[src/rtl/snoop_pkg.sv]
// Shared types and constants for the snooping-bus arbiter: FSM states,
// bus field widths and default window timing.
package snoop_pkg;

    typedef enum logic [1:0] {
        ST_IDLE  = 2'd0,
        ST_SETUP = 2'd1,
        ST_RUN   = 2'd2,
        ST_DONE  = 2'd3
    } state_t;

    // Bus word layout: {bus msg, mem msg, tag, data}
    localparam int BUS_W     = 10;
    localparam int BUS_MSG_W = 2;
    localparam int MEM_MSG_W = 2;
    localparam int TAG_W     = 3;
    localparam int DATA_W    = 3;

    localparam int EMIT_CYCLES_DEF  = 7;
    localparam int SNOOP_START_DEF  = 4;
    localparam int SNOOP_CYCLES_DEF = 4;

    function automatic int imax(input int a, input int b);
        return (a > b) ? a : b;
    endfunction

endpackage

[src/rtl/snoop_bus_arbiter_rr_pick.sv]
// Combinational requester picker. Round-robin from i_ptr by default;
// lowest-index fixed priority when ARB_FIXED_PRIO_EN is defined.
module rr_pick
    import snoop_pkg::*;
#(
    parameter int N = 3
) (
    input  logic [N-1:0] i_req,
    input  logic [1:0]   i_ptr,
    output logic [1:0]   o_winner,
    output logic         o_valid
);

`ifdef ARB_FIXED_PRIO_EN
    always_comb begin
        o_valid  = |i_req;
        o_winner = '0;
        for (int k = N - 1; k >= 0; k--) begin
            if (i_req[k]) o_winner = 2'(k);
        end
    end
`else
    int w_idx;

    // Scanning offsets downward lets the smallest offset from i_ptr win.
    always_comb begin
        o_valid  = |i_req;
        o_winner = '0;
        w_idx    = 0;
        for (int k = N - 1; k >= 0; k--) begin
            w_idx = (int'(i_ptr) + k) % N;
            if (i_req[w_idx]) o_winner = 2'(w_idx);
        end
    end
`endif

endmodule

[src/rtl/snoop_bus_arbiter.sv]
// Snooping-bus sequencer/arbiter: grants one emitter per transaction, steps
// habilita through the window, owns the bus register. ARB_FIXED_PRIO_EN selects fixed priority.
module snoop_bus_arbiter
    import snoop_pkg::*;
#(
    parameter int N_CPU        = 3,
    parameter int EMIT_CYCLES  = EMIT_CYCLES_DEF,
    parameter int SNOOP_START  = SNOOP_START_DEF,
    parameter int SNOOP_CYCLES = SNOOP_CYCLES_DEF
) (
    input  logic                   i_clock,
    input  logic                   i_clear,
    input  logic [N_CPU-1:0]       i_req,
    input  logic [8*N_CPU-1:0]     i_instr_in,
    output logic [N_CPU-1:0]       o_ack,
    output logic [N_CPU-1:0]       o_habilita,
    output logic [N_CPU-1:0]       o_controleP,
    output logic [7:0]             o_instr_out,
    input  logic [BUS_W*N_CPU-1:0] i_bus_from_cpu,
    input  logic [N_CPU-1:0]       i_shared_from_cpu,
    output logic [BUS_W-1:0]       o_bus_to_cpu,
    output logic                   o_shared_to_cpu,
    output logic                   o_busy,
    output logic [1:0]             o_grant_id
);

    localparam int W     = imax(EMIT_CYCLES, SNOOP_START + SNOOP_CYCLES);
    localparam int CNT_W = $clog2(W) + 1;
    localparam logic [CNT_W-1:0] C_EMIT = CNT_W'(EMIT_CYCLES);
    localparam logic [CNT_W-1:0] C_SS   = CNT_W'(SNOOP_START);
    localparam logic [CNT_W-1:0] C_SE   = CNT_W'(SNOOP_START + SNOOP_CYCLES);
    localparam logic [CNT_W-1:0] C_LAST = CNT_W'(W - 1);

    state_t             r_state, w_state_nxt;
    logic [CNT_W-1:0]   r_cnt, w_cnt_nxt;
    logic [1:0]         r_ptr, w_ptr_nxt;
    logic [N_CPU-1:0]   r_ack, w_ack_nxt;
    logic [N_CPU-1:0]   r_hab, w_hab_nxt;
    logic [N_CPU-1:0]   r_ctl, w_ctl_nxt;
    logic [7:0]         r_instr, w_instr_nxt;
    logic [1:0]         r_grant, w_grant_nxt;
    logic [BUS_W-1:0]   r_bus, w_bus_nxt;
    logic               r_shared, w_shared_nxt;
    logic               r_busy, w_busy_nxt;

    logic [1:0]         w_winner;
    logic               w_valid;
    logic               w_snp_hit;
    logic [1:0]         w_snp_sel;
    logic               w_snp_or;
    logic [BUS_W-1:0]   w_emit_bus;
    logic [BUS_W-1:0]   w_snp_bus;
    logic [7:0]         w_instr_win;

    function automatic logic [N_CPU-1:0] onehot(input logic [1:0] win);
        logic [N_CPU-1:0] v;
        for (int j = 0; j < N_CPU; j++) v[j] = (win == 2'(j));
        return v;
    endfunction

    // Emitter is stepped from the window start; snoopers only inside their slot.
    function automatic logic [N_CPU-1:0] hab_vec(input logic [CNT_W-1:0] c,
                                                 input logic [1:0]       win);
        logic [N_CPU-1:0] v;
        for (int j = 0; j < N_CPU; j++)
            v[j] = (win == 2'(j)) ? (c < C_EMIT) : ((c >= C_SS) && (c < C_SE));
        return v;
    endfunction

    rr_pick #(.N(N_CPU)) u_pick (
        .i_req   (i_req),
        .i_ptr   (r_ptr),
        .o_winner(w_winner),
        .o_valid (w_valid)
    );

    // Lowest-index snooper claiming shared owns the reply slot.
    always_comb begin
        w_snp_hit = 1'b0;
        w_snp_sel = '0;
        for (int j = N_CPU - 1; j >= 0; j--) begin
            if (i_shared_from_cpu[j] && (r_grant != 2'(j))) begin
                w_snp_hit = 1'b1;
                w_snp_sel = 2'(j);
            end
        end
    end

    assign w_snp_or    = |(i_shared_from_cpu & ~onehot(r_grant));
    assign w_emit_bus  = i_bus_from_cpu[int'(r_grant)*BUS_W +: BUS_W];
    assign w_snp_bus   = i_bus_from_cpu[int'(w_snp_sel)*BUS_W +: BUS_W];
    assign w_instr_win = i_instr_in[int'(w_winner)*8 +: 8];

    always_ff @(posedge i_clock) begin
        if (!i_clear) r_state <= ST_IDLE;
        else          r_state <= w_state_nxt;
    end

    always_comb begin
        w_state_nxt  = r_state;
        w_cnt_nxt    = r_cnt;
        w_ptr_nxt    = r_ptr;
        w_ack_nxt    = '0;
        w_hab_nxt    = '0;
        w_ctl_nxt    = r_ctl;
        w_instr_nxt  = r_instr;
        w_grant_nxt  = r_grant;
        w_bus_nxt    = r_bus;
        w_shared_nxt = r_shared;
        w_busy_nxt   = r_busy;
        case (r_state)
            ST_IDLE: begin
                if (w_valid) begin
                    w_ack_nxt   = onehot(w_winner);
                    w_ctl_nxt   = onehot(w_winner);
                    w_instr_nxt = w_instr_win;
                    w_grant_nxt = w_winner;
                    w_busy_nxt  = 1'b1;
                    w_state_nxt = ST_SETUP;
                end
            end
            ST_SETUP: begin
                w_cnt_nxt   = '0;
                w_hab_nxt   = hab_vec('0, r_grant);
                w_state_nxt = ST_RUN;
            end
            ST_RUN: begin
                if (r_cnt < C_SS)   w_bus_nxt = w_emit_bus;
                else if (w_snp_hit) w_bus_nxt = w_snp_bus;
                w_shared_nxt = w_snp_or;
                if (r_cnt == C_LAST) begin
                    w_state_nxt = ST_DONE;
                end else begin
                    w_cnt_nxt = r_cnt + 1'b1;
                    w_hab_nxt = hab_vec(r_cnt + 1'b1, r_grant);
                end
            end
            ST_DONE: begin
                w_ctl_nxt    = '0;
                w_busy_nxt   = 1'b0;
                w_shared_nxt = 1'b0;
                w_ptr_nxt    = (r_grant == 2'(N_CPU - 1)) ? 2'd0 : r_grant + 2'd1;
                w_state_nxt  = ST_IDLE;
            end
            default: w_state_nxt = ST_IDLE;
        endcase
    end

    always_ff @(posedge i_clock) begin
        if (!i_clear) begin
            r_cnt    <= '0;
            r_ptr    <= '0;
            r_ack    <= '0;
            r_hab    <= '0;
            r_ctl    <= '0;
            r_instr  <= '0;
            r_grant  <= '0;
            r_bus    <= '0;
            r_shared <= 1'b0;
            r_busy   <= 1'b0;
        end else begin
            r_cnt    <= w_cnt_nxt;
            r_ptr    <= w_ptr_nxt;
            r_ack    <= w_ack_nxt;
            r_hab    <= w_hab_nxt;
            r_ctl    <= w_ctl_nxt;
            r_instr  <= w_instr_nxt;
            r_grant  <= w_grant_nxt;
            r_bus    <= w_bus_nxt;
            r_shared <= w_shared_nxt;
            r_busy   <= w_busy_nxt;
        end
    end

    assign o_ack           = r_ack;
    assign o_habilita      = r_hab;
    assign o_controleP     = r_ctl;
    assign o_instr_out     = r_instr;
    assign o_grant_id      = r_grant;
    assign o_bus_to_cpu    = r_bus;
    assign o_shared_to_cpu = r_shared;
    assign o_busy          = r_busy;

endmodule

[config.mk]
export PLATFORM = sky130hd
export DESIGN_NAME = snoop_bus_arbiter
export DESIGN_NICKNAME = d
export VERILOG_FILES = /design/src/rtl/snoop_pkg.sv /design/src/rtl/snoop_bus_arbiter_rr_pick.sv /design/src/rtl/snoop_bus_arbiter.sv
export SDC_FILE = /design/constraint.sdc
export NUM_CORES = 1
export LEC_CHECK = 0
export BUFFER_PORTS_ARGS = -buffer_cell sky130_fd_sc_hd__buf_2
export CAP_MARGIN = 20
export CORE_UTILIZATION = 45
export CTS_BUF_LIST = sky130_fd_sc_hd__clkbuf_8
export DETAILED_ROUTE_END_ITERATION = 7
export GPL_TIMING_DRIVEN = 0
export PLACE_DENSITY = 0.86
export SLEW_MARGIN = 20
export SYNTH_ARGS = -nofsm -noshare
export SYNTH_HDL_FRONTEND = slang
export SYNTH_SLANG_ARGS = --single-unit
[constraint.sdc]
create_clock -name i_clock -period 1.94 [get_ports i_clock]
set_input_delay 0.194 -clock i_clock [delete_from_list [all_inputs] [get_ports i_clock]]
set_output_delay 0.194 -clock i_clock [all_outputs]
set_load 0.01 [all_outputs]
---- After elaboration in Yosys (flattened, before gate mapping) ----
Index checks and enable logic that the tools add are counted.
word-level totals
  bits in registers ....................... 39
  input port bits ......................... 62
  word-level logic and storage cells ...... 104
operators by class
  add/sub/neg operators ................... 4
  $mul .................................... 2
  div/mod/pow operators ................... 3
  order comparisons ....................... 7
  equality and inequality tests ........... 13
  shift operators ......................... 3
  multiplexer cells ....................... 39
  bitwise logic cells ..................... 2
  reductions and logical operators ........ 20
operators by type and width
  kind                                                         number
  less-than comparator 32 x 4 -> 1 bit, second input constant  3
  modulo 32 x 3 -> 32 bit, second input constant               2
  variable part select 30 x 7 -> 10 bit                        2
  modulo 3 x 3 -> 32 bit, second input constant                1
  variable part select 24 x 6 -> 8 bit                         1
  2-to-1 mux 10 bit                                            2
  2-to-1 mux 2 bit                                             9
  2-to-1 mux 1 bit                                             16
  one-hot mux 3 bit (2 select lines)                           2
  multiplier 2 x 3 -> 5 bit, second input constant             2
  AND reduction 2 bit                                          5
  nonzero test 2 bit                                           5
  == test 2 bit, second input constant                         4
  less-than comparator 4 x 3 -> 1 bit, second input constant   2
  one-hot mux 2 bit (4 select lines)                           1
  one-hot mux 4 bit (2 select lines)                           1
  binary-select mux 1 bit (select 2 bit)                       3
  == test 2 x 1 -> 1 bit, second input constant                3
  zero test 2 bit                                              3
  2-to-1 mux 3 bit                                             2
  != test 2 bit, second input constant                         3
  OR reduction 3 bit                                           2
  adder 4 x 1 -> 4 bit, second input constant                  1
  == test 4 x 3 -> 1 bit, second input constant                1
  12 further kinds                                             17

---- Depth between registers and ports, before layout ----
  depth in word-level cells ............... 11
  depth in mapped cells ................... 8
  mapped depth without buffers ............ 7

---- By module ----
From an unflattened synthesis, not the netlist that was laid out.
second synthesis, totals
  cell total of the unflattened synthesis .. 270
  area, all modules ....................... 2301.0 um^2
modules (own cells, without submodules)
  module             times used  cells an instance  area an instance (um^2)  seq. area each (um^2)
  snoop_bus_arbiter  1           250                2150.8                   780.7
  rr_pick            1           20                 150.1                    0.0

---- Worst setup path before layout ----
No wires, ideal clock.
  path type ............................... register -> register
  from .................................... register r_ptr[0]
  to ...................................... register r_instr[0] (netlist: o_instr_out[0])
  library setup time ...................... 0.128 ns
  arrival ................................. 1.740 ns
  required time ........................... 1.812 ns
  slack ................................... 0.073 ns
  stages on the path, launching flop included .. 8
  path buffers ............................ 1
  period minus slack after synthesis ...... 1.867 ns
  path through ............................ dfxtp_1 inv_1 ha_1 maj3_1 o211a_1 clkbuf_1 a221oi_1 a21oi_1
on the way
  word-level cells in the longest chain between the ends .. 9
  elaborated cells on any way between the ends .. 18
RTL lines
  element                                               line                             source
  start, declared                                       snoop_bus_arbiter.sv:36          logic [1:0] r_ptr, w_ptr_nxt;
  start signal, assigned                                snoop_bus_arbiter.sv:163         r_ptr <= w_ptr_nxt;
  adder 2 x 2 -> 3 bit                                  snoop_bus_arbiter_rr_pick.sv:31  w_idx = (int'(i_ptr) + k) % N;
  modulo 32 x 3 -> 32 bit                               snoop_bus_arbiter_rr_pick.sv:31
  binary-select mux 1 bit (select 2 bit)                snoop_bus_arbiter_rr_pick.sv:32  if (i_req[w_idx]) o_winner = 2'(w_idx);
  2-to-1 mux 1 bit (not written as such) (2 in series)  snoop_bus_arbiter_rr_pick.sv:32
  2-to-1 mux 2 bit (2 in series)                        snoop_bus_arbiter_rr_pick.sv:32
  2-to-1 mux 2 bit (*)                                  snoop_bus_arbiter_rr_pick.sv:32
  variable part select 24 x 6 -> 8 bit (*)              snoop_bus_arbiter.sv:92          assign w_instr_win = i_instr_in[int'(w_winner)*8 +: 8];
  end signal, assigned                                  snoop_bus_arbiter.sv:167         r_instr <= w_instr_nxt;
  end, declared                                         snoop_bus_arbiter.sv:40          logic [7:0] r_instr, w_instr_nxt;
Mark *: on every way between the ends. The rest lies on a longest branch, timed or not. The select of a mux whose other input is x is not followed.
A chain may end at the register's enable or synchronous reset.

---- Worst setup path in the final report ----
  from .................................... register r_grant[0] (netlist: o_grant_id[0])
  to ...................................... register r_bus[1] (netlist: o_bus_to_cpu[1])
on the way
  word-level cells in the longest chain between the ends .. 9
  elaborated cells on any way between the ends .. 20
RTL lines
  element                                line                      source
  start, declared                        snoop_bus_arbiter.sv:41   logic [1:0] r_grant, w_grant_nxt;
  start signal, assigned                 snoop_bus_arbiter.sv:168  r_grant <= w_grant_nxt;
  != test 2 bit                          snoop_bus_arbiter.sv:82   if (i_shared_from_cpu[j] && (r_grant != 2'(j))) begin
  logical AND 1 bit                      snoop_bus_arbiter.sv:82
  2-to-1 mux 2 bit (3 in series)         snoop_bus_arbiter.sv:82
  multiplier 2 x 3 -> 5 bit              snoop_bus_arbiter.sv:91   assign w_snp_bus = i_bus_from_cpu[int'(w_snp_sel)*BUS_W +: BUS_W];
  variable part select 30 x 7 -> 10 bit  snoop_bus_arbiter.sv:91
  2-to-1 mux 10 bit                      snoop_bus_arbiter.sv:129  else if (w_snp_hit) w_bus_nxt = w_snp_bus;
  2-to-1 mux 10 bit                      snoop_bus_arbiter.sv:128  if (r_cnt < C_SS) w_bus_nxt = w_emit_bus;
  end signal, assigned                   snoop_bus_arbiter.sv:169  r_bus <= w_bus_nxt;
  end, declared                          snoop_bus_arbiter.sv:42   logic [BUS_W-1:0] r_bus, w_bus_nxt;
Parallel ways exist; a longest one is shown, timed or not. The select of a mux whose other input is x is not followed.

==> run summary <==
Endpoint class of the critical path -> register
GP Congestion -> 0.807
First-pass GRT wire length -> 8920 um
Grt ovf -> 0
Drt first pass iters -> 4
DRC -> 0
Grt peak-use layer -> met2
Routing usage on met2 -> 0.377
Rows -> 25
Power Dens Cells -> 1030 nW/um2
Synth Instances -> 242
Share of the synthesized area in the top cell type -> 0.347
Vias in the first global route -> 2,034
Syn_nets -> 312
Drt total wl -> 5780 um
Fmax -> 542 MHz
RSZ-0062 raised after global routing -> yes
WL/cell -> 14.1 um
Syn Area/Cell -> 9.29 um2
Post-synth EDFFs -> 0
Die Wd -> 72.7 um
Fin Setup TNS -> 0 ns
Yosys cell types -> 45
Maxcap violations -> 0
Worst-case clock buffer depth -> 2
DR iter-0 viols -> 96
WP data arrival -> 2.06 ns
Met1 Use GR -> 0.265
Fin nets -> 411
Post-synthesis sequential area ratio -> 0.347
Initial Util -> 0.473
Hpwl dp -> 4150 um
Actual slew at the worst max-slew pin -> 0.598 ns
Most frequent cells in the layout -> buf_2, dfxtp_1, nand2_1
# H-tree levels -> 2
Ant. Diodes -> 0
Post-layout min period -> 1.85 ns
DR vias -> 2,215
Area Growth Syn to Fin -> 33.7%
Rel. slew slack -> 0.598
Final Hold Fails -> 0
Final period util -> 0.952
Hold Crit Depth -> 3
TritonCTS buffer count -> 5
Via density -> 5.42
Share of cells above drive strength 1 -> 0.415
Clk pin slew, worst setup/hold paths -> 0.08 ns
CTS tree -> yes
Worst vdd ir -> 0.602 mV
Die area -> 5280 um2
ANT nets after route -> 0
Root buf cell -> clkbuf_8
Slew Viols, Final -> 0
Synth Warn # -> 0
Initial antenna violation count -> 0
Core area -> 4750 um2
Largest net degree at the start of global routing -> 13
Met3 Usage GRT -> 0.0594
Worst Path Required -> 2.15 ns
GRT Util Overall -> 0.219
# fillers -> 413
Lkg Pwr -> 1.38 nW
Commonest non-fill, non-tap cell in the layout -> buf_2
Outcome -> finished clean
Setup violations, final -> 0
CTS Sinks -> 39
Cell accounting for the most synthesized area -> dfxtp_1
Clk_lat worst skew -> 0.29 ns
Async S/R FF share, synth -> 0
Crit path max fanout -> 10
Die H -> 72.7 um
Final Skew -> 0.00894 ns
R2R cell count -> 6
Input/output buffers -> 91
#FFs+latches synth -> 39
Hold Buf Count CTS -> 0
IO Pins -> 93
HP Class -> in -> reg
WS Path Type -> reg -> reg
Startpoint Class -> register
Synth Flop Type -> dfxtp_1
Post-synthesis instance area -> 2250 um2
Final Util -> 0.632
Area contributors post-synth -> dfxtp_1, mux2_4, mux2i_1
repair_timing:
item                       4_1_cts  5_1_grt
pin swaps                        0        4
resized for setup                5       12
setup endpoints to repair       10       20
buffers inserted                 0        2
cloned                           0        1
worst max-delay path, stage by stage (launching register included):
cell       delay, ns
dfxtp_1         0.34
buf_6           0.14
mux2_4          0.32
nor3_1          0.21
o22ai_1         0.17
a21boi_2        0.42
o2bb2ai_1       0.16
kinds of logic after synthesis:
group | Yosys count | share of synthesized area
fa+ha+maj | 9 | 0.0490
buf+inv | 22 | 0.0490
flops | 39 | 0.347
mux | 25 | 0.138
compound gates | 70 | 0.227
simple gates | 76 | 0.186
xor+xnor | 1 | 0.00390
per-layer routing:
layer	up-vias	wire (um)
met3	8	440
met1	1024	2500
met5	-	0
met2	91	2750
li1	1092	-
met4	0	85
final timing paths:
path / startpoint / end / slack, ns
worst max-delay path: o_grant_id[0]$_SDFFE_PN0P_ / o_bus_to_cpu[1]$_SDFFE_PN0P_ / 0.09
worst max register to register: o_grant_id[0]$_SDFFE_PN0P_ / o_bus_to_cpu[1]$_SDFFE_PN0P_ / 0.09
worst min register to register: o_bus_to_cpu[6]$_SDFFE_PN0P_ / o_bus_to_cpu[6]$_SDFFE_PN0P_ / 0.46
worst min-delay path: i_instr_in[5] / o_instr_out[5]$_SDFFE_PN0P_ / 0.15
synthesized netlist by cell type (5+ instances only):
cell	instances
dfxtp_1	39
nand2_1	19
ha_1	8
and2_1	5
inv_1	6
o2bb2ai_1	10
clkbuf_1	9
a221oi_1	8
o21ai_0	13
nor2b_1	8
nand3_1	15
nand3b_1	5
nor2_1	7
mux2_4	12
a21oi_1	15
mux2i_1	13
through the flow:
step	instances	total power [mW]	worst slack, ns	hold slack (ns)	cell area [um2]
floorplan	242	1.91	0.0728	0.344	2250
global placement	400	2.25	-0.0815	0.441	2790
detailed placement	400	2.30	-0.156	0.441	2790
CTS	406	3.02	0.0265	0.142	2920
global route	409	3.27	-0.0309	0.149	3010
finish	409	3.08	0.0934	0.149	3010
power breakdown:
part	total [mW]	switching (mW)	internal (mW)	leakage [nW]
registers	1.08	0.105	0.975	0.319
logic	1.30	0.717	0.587	0.996
clock network	0.701	0.285	0.416	0.0612
state kept, by name (all words and copies together), names as in the netlist:
| register | count |
|---|---|
| r_ptr | 2 |
| o_instr_out | 8 |
| o_shared_to_cpu | 1 |
| r_cnt | 4 |
| o_busy | 1 |
| o_bus_to_cpu | 10 |
| o_grant_id | 2 |
| o_controleP | 3 |
| r_state | 2 |
| o_ack | 3 |
| o_habilita | 3 |
area by class of cell:
type / instances / area [um2] / area share
inverters: 6 / 22.5 / 0.00749
repair buffers: 94 / 490 / 0.163
clock buffers: 6 / 82.6 / 0.0275
well taps: 67 / 83.8 / 0.0279
flip-flops and latches: 39 / 782 / 0.260
multi-input cells: 181 / 1430 / 0.475
plain buffers: 14 / 82.6 / 0.0275
clock inverters: 2 / 35.0 / 0.0117
Power figures use the tool's default switching activity.
